==> config.mk <==
export PLATFORM = sky130hd
export DESIGN_NAME = axi_ram_reader_flat
export DESIGN_NICKNAME = d
export VERILOG_FILES = /design/src/rtl/axi_pkg.sv /design/src/rtl/axi_ram_reader_if.sv /design/src/rtl/axi_ram_reader.sv /design/src/flat_wrapper.sv
export SDC_FILE = /design/constraint.sdc
export NUM_CORES = 1
export LEC_CHECK = 0
export CAP_MARGIN = 20
export CORE_AREA = 5 5 128 130
export DETAILED_ROUTE_END_ITERATION = 8
export DIE_AREA = 0 0 133 135
export PLACE_DENSITY = 0.78
export SKIP_CTS_REPAIR_TIMING = 1
export SLEW_MARGIN = 30
export SYNTH_ARGS = -nofsm -noshare
export SYNTH_HDL_FRONTEND = slang
export SYNTH_SLANG_ARGS = --single-unit
==> constraint.sdc <==
create_clock -name clk -period 7.35 [get_ports clk]
set_input_delay 1.8375 -clock clk [delete_from_list [all_inputs] [get_ports clk]]
set_output_delay 1.8375 -clock clk [all_outputs]
set_load 0.02 [all_outputs]
==> src/rtl/axi_pkg.sv <==
// Shared AXI encodings for the RAM reader slice.
package axi_pkg;

  typedef enum logic [1:0] {
    BURST_FIXED = 2'd0,
    BURST_INCR  = 2'd1,
    BURST_WRAP  = 2'd2
  } burst_e;

  localparam logic [2:0] RESP_OKAY   = 3'd0;
  localparam logic [2:0] RESP_SLVERR = 3'd2;

endpackage

==> src/rtl/axi_ram_reader_if.sv <==
// AXI read-address and read-data channels bundled for the RAM reader.
interface axi_ram_reader_if #(
  parameter int AXI_DATA_W = 128,
  parameter int AXI_ADDR_W = 16,
  parameter int AXI_ID_W   = 8
);
  logic                  axi_ar_arvalid;
  logic                  axi_ar_arready;
  logic [AXI_ID_W-1:0]   axi_ar_arid;
  logic [AXI_ADDR_W-1:0] axi_ar_araddr;
  logic [3:0]            axi_ar_arregion;
  logic [7:0]            axi_ar_arlen;
  logic [2:0]            axi_ar_arsize;
  logic [1:0]            axi_ar_arburst;
  logic [3:0]            axi_ar_arcache;
  logic [2:0]            axi_ar_arprot;
  logic [3:0]            axi_ar_arqos;

  logic                  axi_r_rvalid;
  logic                  axi_r_rready;
  logic [AXI_ID_W-1:0]   axi_r_rid;
  logic [AXI_DATA_W-1:0] axi_r_rdata;
  logic [2:0]            axi_r_rresp;
  logic                  axi_r_rlast;

  modport slave (
    input  axi_ar_arvalid, axi_ar_arid, axi_ar_araddr, axi_ar_arregion, axi_ar_arlen,
           axi_ar_arsize, axi_ar_arburst, axi_ar_arcache, axi_ar_arprot, axi_ar_arqos,
           axi_r_rready,
    output axi_ar_arready, axi_r_rvalid, axi_r_rid, axi_r_rdata, axi_r_rresp, axi_r_rlast
  );

  modport master (
    output axi_ar_arvalid, axi_ar_arid, axi_ar_araddr, axi_ar_arregion, axi_ar_arlen,
           axi_ar_arsize, axi_ar_arburst, axi_ar_arcache, axi_ar_arprot, axi_ar_arqos,
           axi_r_rready,
    input  axi_ar_arready, axi_r_rvalid, axi_r_rid, axi_r_rdata, axi_r_rresp, axi_r_rlast
  );
endinterface

==> src/rtl/axi_ram_reader.sv <==
// AXI read subordinate serving one burst at a time from a 1-cycle-latency RAM.
// Each beat walks RD (issue RAM read) then DATA (present beat until accepted).
module axi_ram_reader
  import axi_pkg::*;
#(
  parameter int AXI_DATA_W = 128,
  parameter int AXI_ADDR_W = 16,
  parameter int AXI_ID_W   = 8,
  parameter int RAM_ADDR_W = 8
) (
  input  logic                  clk,
  input  logic                  rst,
  axi_ram_reader_if.slave       axi,
  output logic                  ram_rd_en,
  output logic [RAM_ADDR_W-1:0] ram_rd_addr,
  input  logic [AXI_DATA_W-1:0] ram_rd_data
);

  localparam int         LSB      = $clog2(AXI_DATA_W / 8);
  localparam logic [2:0] MAX_SIZE = 3'(LSB);

  typedef enum logic [1:0] {IDLE, RD, DATA} state_e;

  state_e                state;
  logic [AXI_ID_W-1:0]   id_q;
  logic [AXI_ADDR_W-1:0] addr_q;
  logic [AXI_ADDR_W-1:0] nxt_addr;
  logic [7:0]            len_q;
  logic [7:0]            cnt_q;
  logic [2:0]            size_q;
  logic                  incr_q;
  logic                  bad_q;   // whole burst illegal (WRAP/reserved/oversize)
  logic                  err_q;   // current beat returns SLVERR
  logic                  rd_ok;   // current beat carries RAM data
  logic                  ar_bad;
  logic                  ar_err;
  logic                  nxt_err;
  logic                  unused_sideband;

  function automatic logic out_of_range(input logic [AXI_ADDR_W-1:0] a);
    logic [AXI_ADDR_W-1:0] w;
    w = a >> LSB;
    return (w >> RAM_ADDR_W) != '0;
  endfunction

  function automatic logic [RAM_ADDR_W-1:0] word_addr(input logic [AXI_ADDR_W-1:0] a);
    return RAM_ADDR_W'(a >> LSB);
  endfunction

  // Region/cache/prot/qos carry no meaning for a plain RAM.
  assign unused_sideband = ^{axi.axi_ar_arregion, axi.axi_ar_arcache,
                             axi.axi_ar_arprot, axi.axi_ar_arqos};

  // RAM output register holds its word until the next read, so it is the beat data.
  assign axi.axi_r_rdata = rd_ok ? ram_rd_data : '0;

  // Burst legality and the address/error of the beat about to be issued.
  always_comb begin
    ar_bad   = (axi.axi_ar_arburst != BURST_FIXED && axi.axi_ar_arburst != BURST_INCR) ||
               (axi.axi_ar_arsize > MAX_SIZE);
    ar_err   = ar_bad || out_of_range(axi.axi_ar_araddr);
    nxt_addr = incr_q ? addr_q + (AXI_ADDR_W'(1) << size_q) : addr_q;
    nxt_err  = bad_q || out_of_range(nxt_addr);
  end

  // Burst FSM with registered channel and RAM outputs.
  always_ff @(posedge clk) begin
    if (!rst) begin
      state              <= IDLE;
      axi.axi_ar_arready <= 1'b0;
      axi.axi_r_rvalid   <= 1'b0;
      axi.axi_r_rid      <= '0;
      axi.axi_r_rresp    <= RESP_OKAY;
      axi.axi_r_rlast    <= 1'b0;
      ram_rd_en          <= 1'b0;
      ram_rd_addr        <= '0;
      id_q               <= '0;
      addr_q             <= '0;
      len_q              <= '0;
      cnt_q              <= '0;
      size_q             <= '0;
      incr_q             <= 1'b0;
      bad_q              <= 1'b0;
      err_q              <= 1'b0;
      rd_ok              <= 1'b0;
    end else begin
      case (state)
        IDLE: begin
          axi.axi_ar_arready <= 1'b1;
          if (axi.axi_ar_arvalid && axi.axi_ar_arready) begin
            axi.axi_ar_arready <= 1'b0;
            id_q        <= axi.axi_ar_arid;
            addr_q      <= axi.axi_ar_araddr;
            len_q       <= axi.axi_ar_arlen;
            size_q      <= axi.axi_ar_arsize;
            incr_q      <= (axi.axi_ar_arburst == BURST_INCR);
            bad_q       <= ar_bad;
            cnt_q       <= '0;
            err_q       <= ar_err;
            ram_rd_en   <= !ar_err;
            ram_rd_addr <= word_addr(axi.axi_ar_araddr);
            state       <= RD;
          end
        end
        RD: begin
          ram_rd_en        <= 1'b0;
          axi.axi_r_rvalid <= 1'b1;
          axi.axi_r_rid    <= id_q;
          axi.axi_r_rresp  <= err_q ? RESP_SLVERR : RESP_OKAY;
          axi.axi_r_rlast  <= (cnt_q == len_q);
          rd_ok            <= !err_q;
          state            <= DATA;
        end
        DATA: begin
          if (axi.axi_r_rready) begin
            axi.axi_r_rvalid <= 1'b0;
            axi.axi_r_rlast  <= 1'b0;
            rd_ok            <= 1'b0;
            if (axi.axi_r_rlast) begin
              axi.axi_ar_arready <= 1'b1;
              state              <= IDLE;
            end else begin
              addr_q      <= nxt_addr;
              cnt_q       <= cnt_q + 8'd1;
              err_q       <= nxt_err;
              ram_rd_en   <= !nxt_err;
              ram_rd_addr <= word_addr(nxt_addr);
              state       <= RD;
            end
          end
        end
        default: state <= IDLE;
      endcase
    end
  end

endmodule

==> src/flat_wrapper.sv <==
// flat-port wrapper written by rule: the top's interface ports become plain ports
module axi_ram_reader_flat import axi_pkg::*;
#(
  parameter int AXI_DATA_W = 128,
  parameter int AXI_ADDR_W = 16,
  parameter int AXI_ID_W   = 8,
  parameter int RAM_ADDR_W = 8
)
  (clk, rst, ram_rd_en, ram_rd_addr, ram_rd_data, axi_axi_ar_arvalid, axi_axi_ar_arid, axi_axi_ar_araddr, axi_axi_ar_arregion, axi_axi_ar_arlen, axi_axi_ar_arsize, axi_axi_ar_arburst, axi_axi_ar_arcache, axi_axi_ar_arprot, axi_axi_ar_arqos, axi_axi_r_rready, axi_axi_ar_arready, axi_axi_r_rvalid, axi_axi_r_rid, axi_axi_r_rdata, axi_axi_r_rresp, axi_axi_r_rlast);
  axi_ram_reader_if #(.AXI_DATA_W(AXI_DATA_W), .AXI_ADDR_W(AXI_ADDR_W), .AXI_ID_W(AXI_ID_W)) axi_i ();
  input  logic clk;
  input  logic rst;
  output logic ram_rd_en;
  output logic [RAM_ADDR_W-1:0] ram_rd_addr;
  input  logic [AXI_DATA_W-1:0] ram_rd_data;
  input wire logic [$bits(axi_i.axi_ar_arvalid)-1:0] axi_axi_ar_arvalid;
  input wire logic [$bits(axi_i.axi_ar_arid)-1:0] axi_axi_ar_arid;
  input wire logic [$bits(axi_i.axi_ar_araddr)-1:0] axi_axi_ar_araddr;
  input wire logic [$bits(axi_i.axi_ar_arregion)-1:0] axi_axi_ar_arregion;
  input wire logic [$bits(axi_i.axi_ar_arlen)-1:0] axi_axi_ar_arlen;
  input wire logic [$bits(axi_i.axi_ar_arsize)-1:0] axi_axi_ar_arsize;
  input wire logic [$bits(axi_i.axi_ar_arburst)-1:0] axi_axi_ar_arburst;
  input wire logic [$bits(axi_i.axi_ar_arcache)-1:0] axi_axi_ar_arcache;
  input wire logic [$bits(axi_i.axi_ar_arprot)-1:0] axi_axi_ar_arprot;
  input wire logic [$bits(axi_i.axi_ar_arqos)-1:0] axi_axi_ar_arqos;
  input wire logic [$bits(axi_i.axi_r_rready)-1:0] axi_axi_r_rready;
  output wire logic [$bits(axi_i.axi_ar_arready)-1:0] axi_axi_ar_arready;
  output wire logic [$bits(axi_i.axi_r_rvalid)-1:0] axi_axi_r_rvalid;
  output wire logic [$bits(axi_i.axi_r_rid)-1:0] axi_axi_r_rid;
  output wire logic [$bits(axi_i.axi_r_rdata)-1:0] axi_axi_r_rdata;
  output wire logic [$bits(axi_i.axi_r_rresp)-1:0] axi_axi_r_rresp;
  output wire logic [$bits(axi_i.axi_r_rlast)-1:0] axi_axi_r_rlast;
  assign axi_i.axi_ar_arvalid = axi_axi_ar_arvalid;
  assign axi_i.axi_ar_arid = axi_axi_ar_arid;
  assign axi_i.axi_ar_araddr = axi_axi_ar_araddr;
  assign axi_i.axi_ar_arregion = axi_axi_ar_arregion;
  assign axi_i.axi_ar_arlen = axi_axi_ar_arlen;
  assign axi_i.axi_ar_arsize = axi_axi_ar_arsize;
  assign axi_i.axi_ar_arburst = axi_axi_ar_arburst;
  assign axi_i.axi_ar_arcache = axi_axi_ar_arcache;
  assign axi_i.axi_ar_arprot = axi_axi_ar_arprot;
  assign axi_i.axi_ar_arqos = axi_axi_ar_arqos;
  assign axi_i.axi_r_rready = axi_axi_r_rready;
  assign axi_axi_ar_arready = axi_i.axi_ar_arready;
  assign axi_axi_r_rvalid = axi_i.axi_r_rvalid;
  assign axi_axi_r_rid = axi_i.axi_r_rid;
  assign axi_axi_r_rdata = axi_i.axi_r_rdata;
  assign axi_axi_r_rresp = axi_i.axi_r_rresp;
  assign axi_axi_r_rlast = axi_i.axi_r_rlast;
  axi_ram_reader #(.AXI_DATA_W(AXI_DATA_W), .AXI_ADDR_W(AXI_ADDR_W), .AXI_ID_W(AXI_ID_W), .RAM_ADDR_W(RAM_ADDR_W)) u_core (.clk(clk), .rst(rst), .axi(axi_i), .ram_rd_en(ram_rd_en), .ram_rd_addr(ram_rd_addr), .ram_rd_data(ram_rd_data));
endmodule
==> key figures <==
Status
  • Outcome: completed

Pwr
  • Pleak: 2.94 nW
  • Switch Pwr: approximately 900 uW
  • Clock power share: 0.212
  • Sequential share of power: 0.233
  • Internal cell power: about 1.3 mW
  • Switching share of power: 0.401
  • Gate power share: 0.556
  • Power density cells: approximately 290 nW/um^2
  • Worst vdd ir: around 180 uV

Routing
  • 1st-iter DRT viols: approximately 340
  • Final WL: 18.8 mm
  • Vias: ~4,900
  • DRT Pass-1 Iters: 4
  • Number of antenna-violating nets in the routed design: 0
  • Average wire per standard cell: 18.2 um
  • Drt drc: 0
  • Vias/cell: ~4.7

STA
  • Final Critical Period: 5.02 ns
  • Worst-margin pin slew: 0.919 ns
  • Max transition margin: 0.387
  • Post-route clock period utilization: 0.683
  • Clock skew: roughly 0.005 ns
  • Hold Fails Final Rpt: 0
  • Setup TNS: 0 ns
  • Max-slew violations: 0
  • Peak Freq: about 0.20 GHz
  • Final worst setup slack: 2.33 ns
  • RSZ-0062 raised after global routing: false
  • Final setup violation count: 0

Setup path
  • CP max FO: 1
  • CP arrival: around 3.2 ns
  • Worst path max stage delay: approximately 0.63 ns
  • Crit-path cells: clkdlybuf4s50_1, and2_1, clkdlybuf4s50_1
  • Worst Path Buf+Inv: 2
  • Nature of the critical path endpoint: primary output
  • Crit path kind: in -> out
  • CP max-delay cell: clkdlybuf4s50_1
  • CP Launch Type: input port
  • Critical path's top delay family: buffers and inverters
  • Critical Path Most Common Cell: clkdlybuf4s50_1
  • CP required: 5.51 ns

Finish
  • Fill cells: 1,432
  • Nets: approximately 1,000
  • Area grow syn2layout: 86.0%
  • Most frequent cells in the layout: 317 x clkdlybuf4s50_1, 130 x and2_1, 66 x nand2_1, 61 x dfxtp_1
  • Layout cells sized above 1: 0.0284
  • Most common cell after layout, fill and taps aside: clkdlybuf4s50_1

Yosys
  • Seq cells post-synth: 62
  • Predominant post-synthesis flop cell: dfxtp_1
  • Fraction of registers with async set/reset: 0
  • Post-synthesis sequential area ratio: 0.299
  • Mapped Cells: approximately 550
  • Post-Syn Area per Cell: ~7.5 sq um
  • Number of synthesized flops with an enable pin: 0
  • Synthesized area: 4150 sq um
  • Ys Warns: 0
  • Distinct cell type count after synthesis: 54

Global routing
  • Vias in the first global route: ~4,700
  • M3 GR Usage: 0.0529
  • Global Route Usage Sum: 0.195
  • Met2 Use GR: 0.347
  • Largest net degree at the start of global routing: 130
  • Global-route wire length before repair: approximately 27 mm
  • Antenna violations before repair: 2
  • Grt ovf: 0
  • Gr busiest metal: met2
  • M1 GR Usage: 0.234

Job
  • Max_cap viols: 0

Floorplanning
  • IO Count: roughly 340
  • Height of the die: 135 um
  • Initial core utilization: 0.276
  • Site Rows: 45
  • Die Footprint: 18,000 sq um
  • Core ar.: between 15,000 and 20,000 sq um
  • Chip width: around 130 um

Place
  • DP HPWL: approximately 16 mm
  • Pre-CTS WS: 2.34 ns
  • Final Wtd Congestion: 0.919
  • Port bufs: ~320

Clock tree
  • H-tree Lvls: 3
  • Root Buffer: clkbuf_16
  • Clock sinks: 62
  • Clock Latency Late Sink: ~0.33 ns
  • Reg clk slew, reported paths: roughly 0.050 ns
  • CTS tree: done
  • Num CTS Buffers: 9
  • Clock Path Buffers: 2

Hold path
  • Hold Path Class: reg -> reg
==> sequential cells by signal (all words and copies together), names as in the netlist, 2 cells and up <==
| name | count |
|---|---|
| u_core.len_q | 8 |
| u_core.state | 2 |
| u_core.addr_q | 16 |
| u_core.axi.axi_r_rid | 8 |
| u_core.id_q | 8 |
| u_core.cnt_q | 8 |
| u_core.size_q | 3 |
==> final cells by class <==
| class | instances | area [sq um] | share of cell area |
|---|---|---|---|
| sequential | 62 | 1240 | 0.161 |
| timing repair buffer | 320 | 3210 | 0.415 |
| multi-input combinational | 441 | 2670 | 0.345 |
| clock buffer | 12 | 268 | 0.0347 |
| inverter | 8 | 30.0 | 0.00389 |
| tap | 188 | 235 | 0.0305 |
| antenna | 2 | 5.00 | 0.000648 |
| clock inverter | 3 | 65.1 | 0.00843 |
==> cells in the mapped netlist, drive strengths merged, types with 6 or more instances <==
library cell,count,share of area
nand2,66,0.060
clkbuf,30,0.027
ha,13,0.039
dfxtp,62,0.30
o21ai,21,0.025
nand3,13,0.016
xor2,14,0.030
and2,132,0.20
o22ai,6,0.0090
nor3,6,0.0072
a211oi,7,0.013
nor2,40,0.036
a21oi,41,0.050
xnor2,8,0.017
inv,8,0.0072
and3,6,0.0090
buf,14,0.026
mux2i,11,0.027
==> worst reg2reg max path: stages (launching register included) <==
cell	delay [ns]
dfxtp_1	0.37
inv_1	0.08
ha_1	0.22
buf_4	0.24
inv_1	0.42
nor2_1	0.14
a2111oi_0	0.53
mux2_2	0.41
a32o_1	0.20
==> final timing paths <==
kind,from,endpoint,slack (ns),cells past startpoint
setup / recovery,ram_rd_data[66],axi_axi_r_rdata[66],2.33,3
hold / removal,u_core.id_q[7],u_core.id_q[7],0.45,2
setup reg to reg,u_core.state[0],u_core.ram_rd_en,4.63,8
hold reg to reg,u_core.id_q[7],u_core.id_q[7],0.45,2
==> layer usage <==
metal | part of all wire | wire length [um] | up-vias
li1 | - | - | 2430
met1 | 0.41 | 7660 | 2213
met2 | 0.51 | 9530 | 191
met3 | 0.074 | 1390 | 18
met4 | 0.014 | 266 | 0
met5 | 0 | 0 | -
==> through the flow <==
stage | total power [mW] | hold WS [ns] | cells | utilization | cell area, sq um
3_3_place_gp | 1.72 | 0.442 | 1018 | 0.490 | 7360
3_5_place_dp | 1.74 | 0.447 | 1018 | 0.490 | 7360
5_1_grt | 2.34 | 0.480 | 1036 | 0.514 | 7720
4_1_cts | 2.21 | 0.455 | 1033 | 0.512 | 7700
2_1_floorplan | 1.20 | 0.436 | 555 | - | 4160
6_report | 2.21 | 0.451 | 1036 | 0.514 | 7720
==> cells by family (layout without fill, tap and decap cells) <==
group / after synthesis / count (layout) / share of synthesized area
simple gates: 289 / 289 / 0.371
compound gates: 102 / 102 / 0.150
flops: 62 / 62 / 0.299
buf+inv: 52 / 343 / 0.0600
xor+xnor: 22 / 22 / 0.0464
fa+ha+maj: 14 / 14 / 0.0440
mux: 12 / 12 / 0.0292
other cells: 1 / 4 / 0.000903
==> power by group through the flow <==
stage	clock network [mW]	registers, mW	logic [mW]
3_5_place_dp	0	0.551	1.19
5_1_grt	0.490	0.530	1.32
2_1_floorplan	0	0.481	0.719
6_report	0.468	0.513	1.23
3_3_place_gp	0	0.544	1.18
4_1_cts	0.475	0.545	1.19
Note: power is estimated with default switching activity, not from simulation.
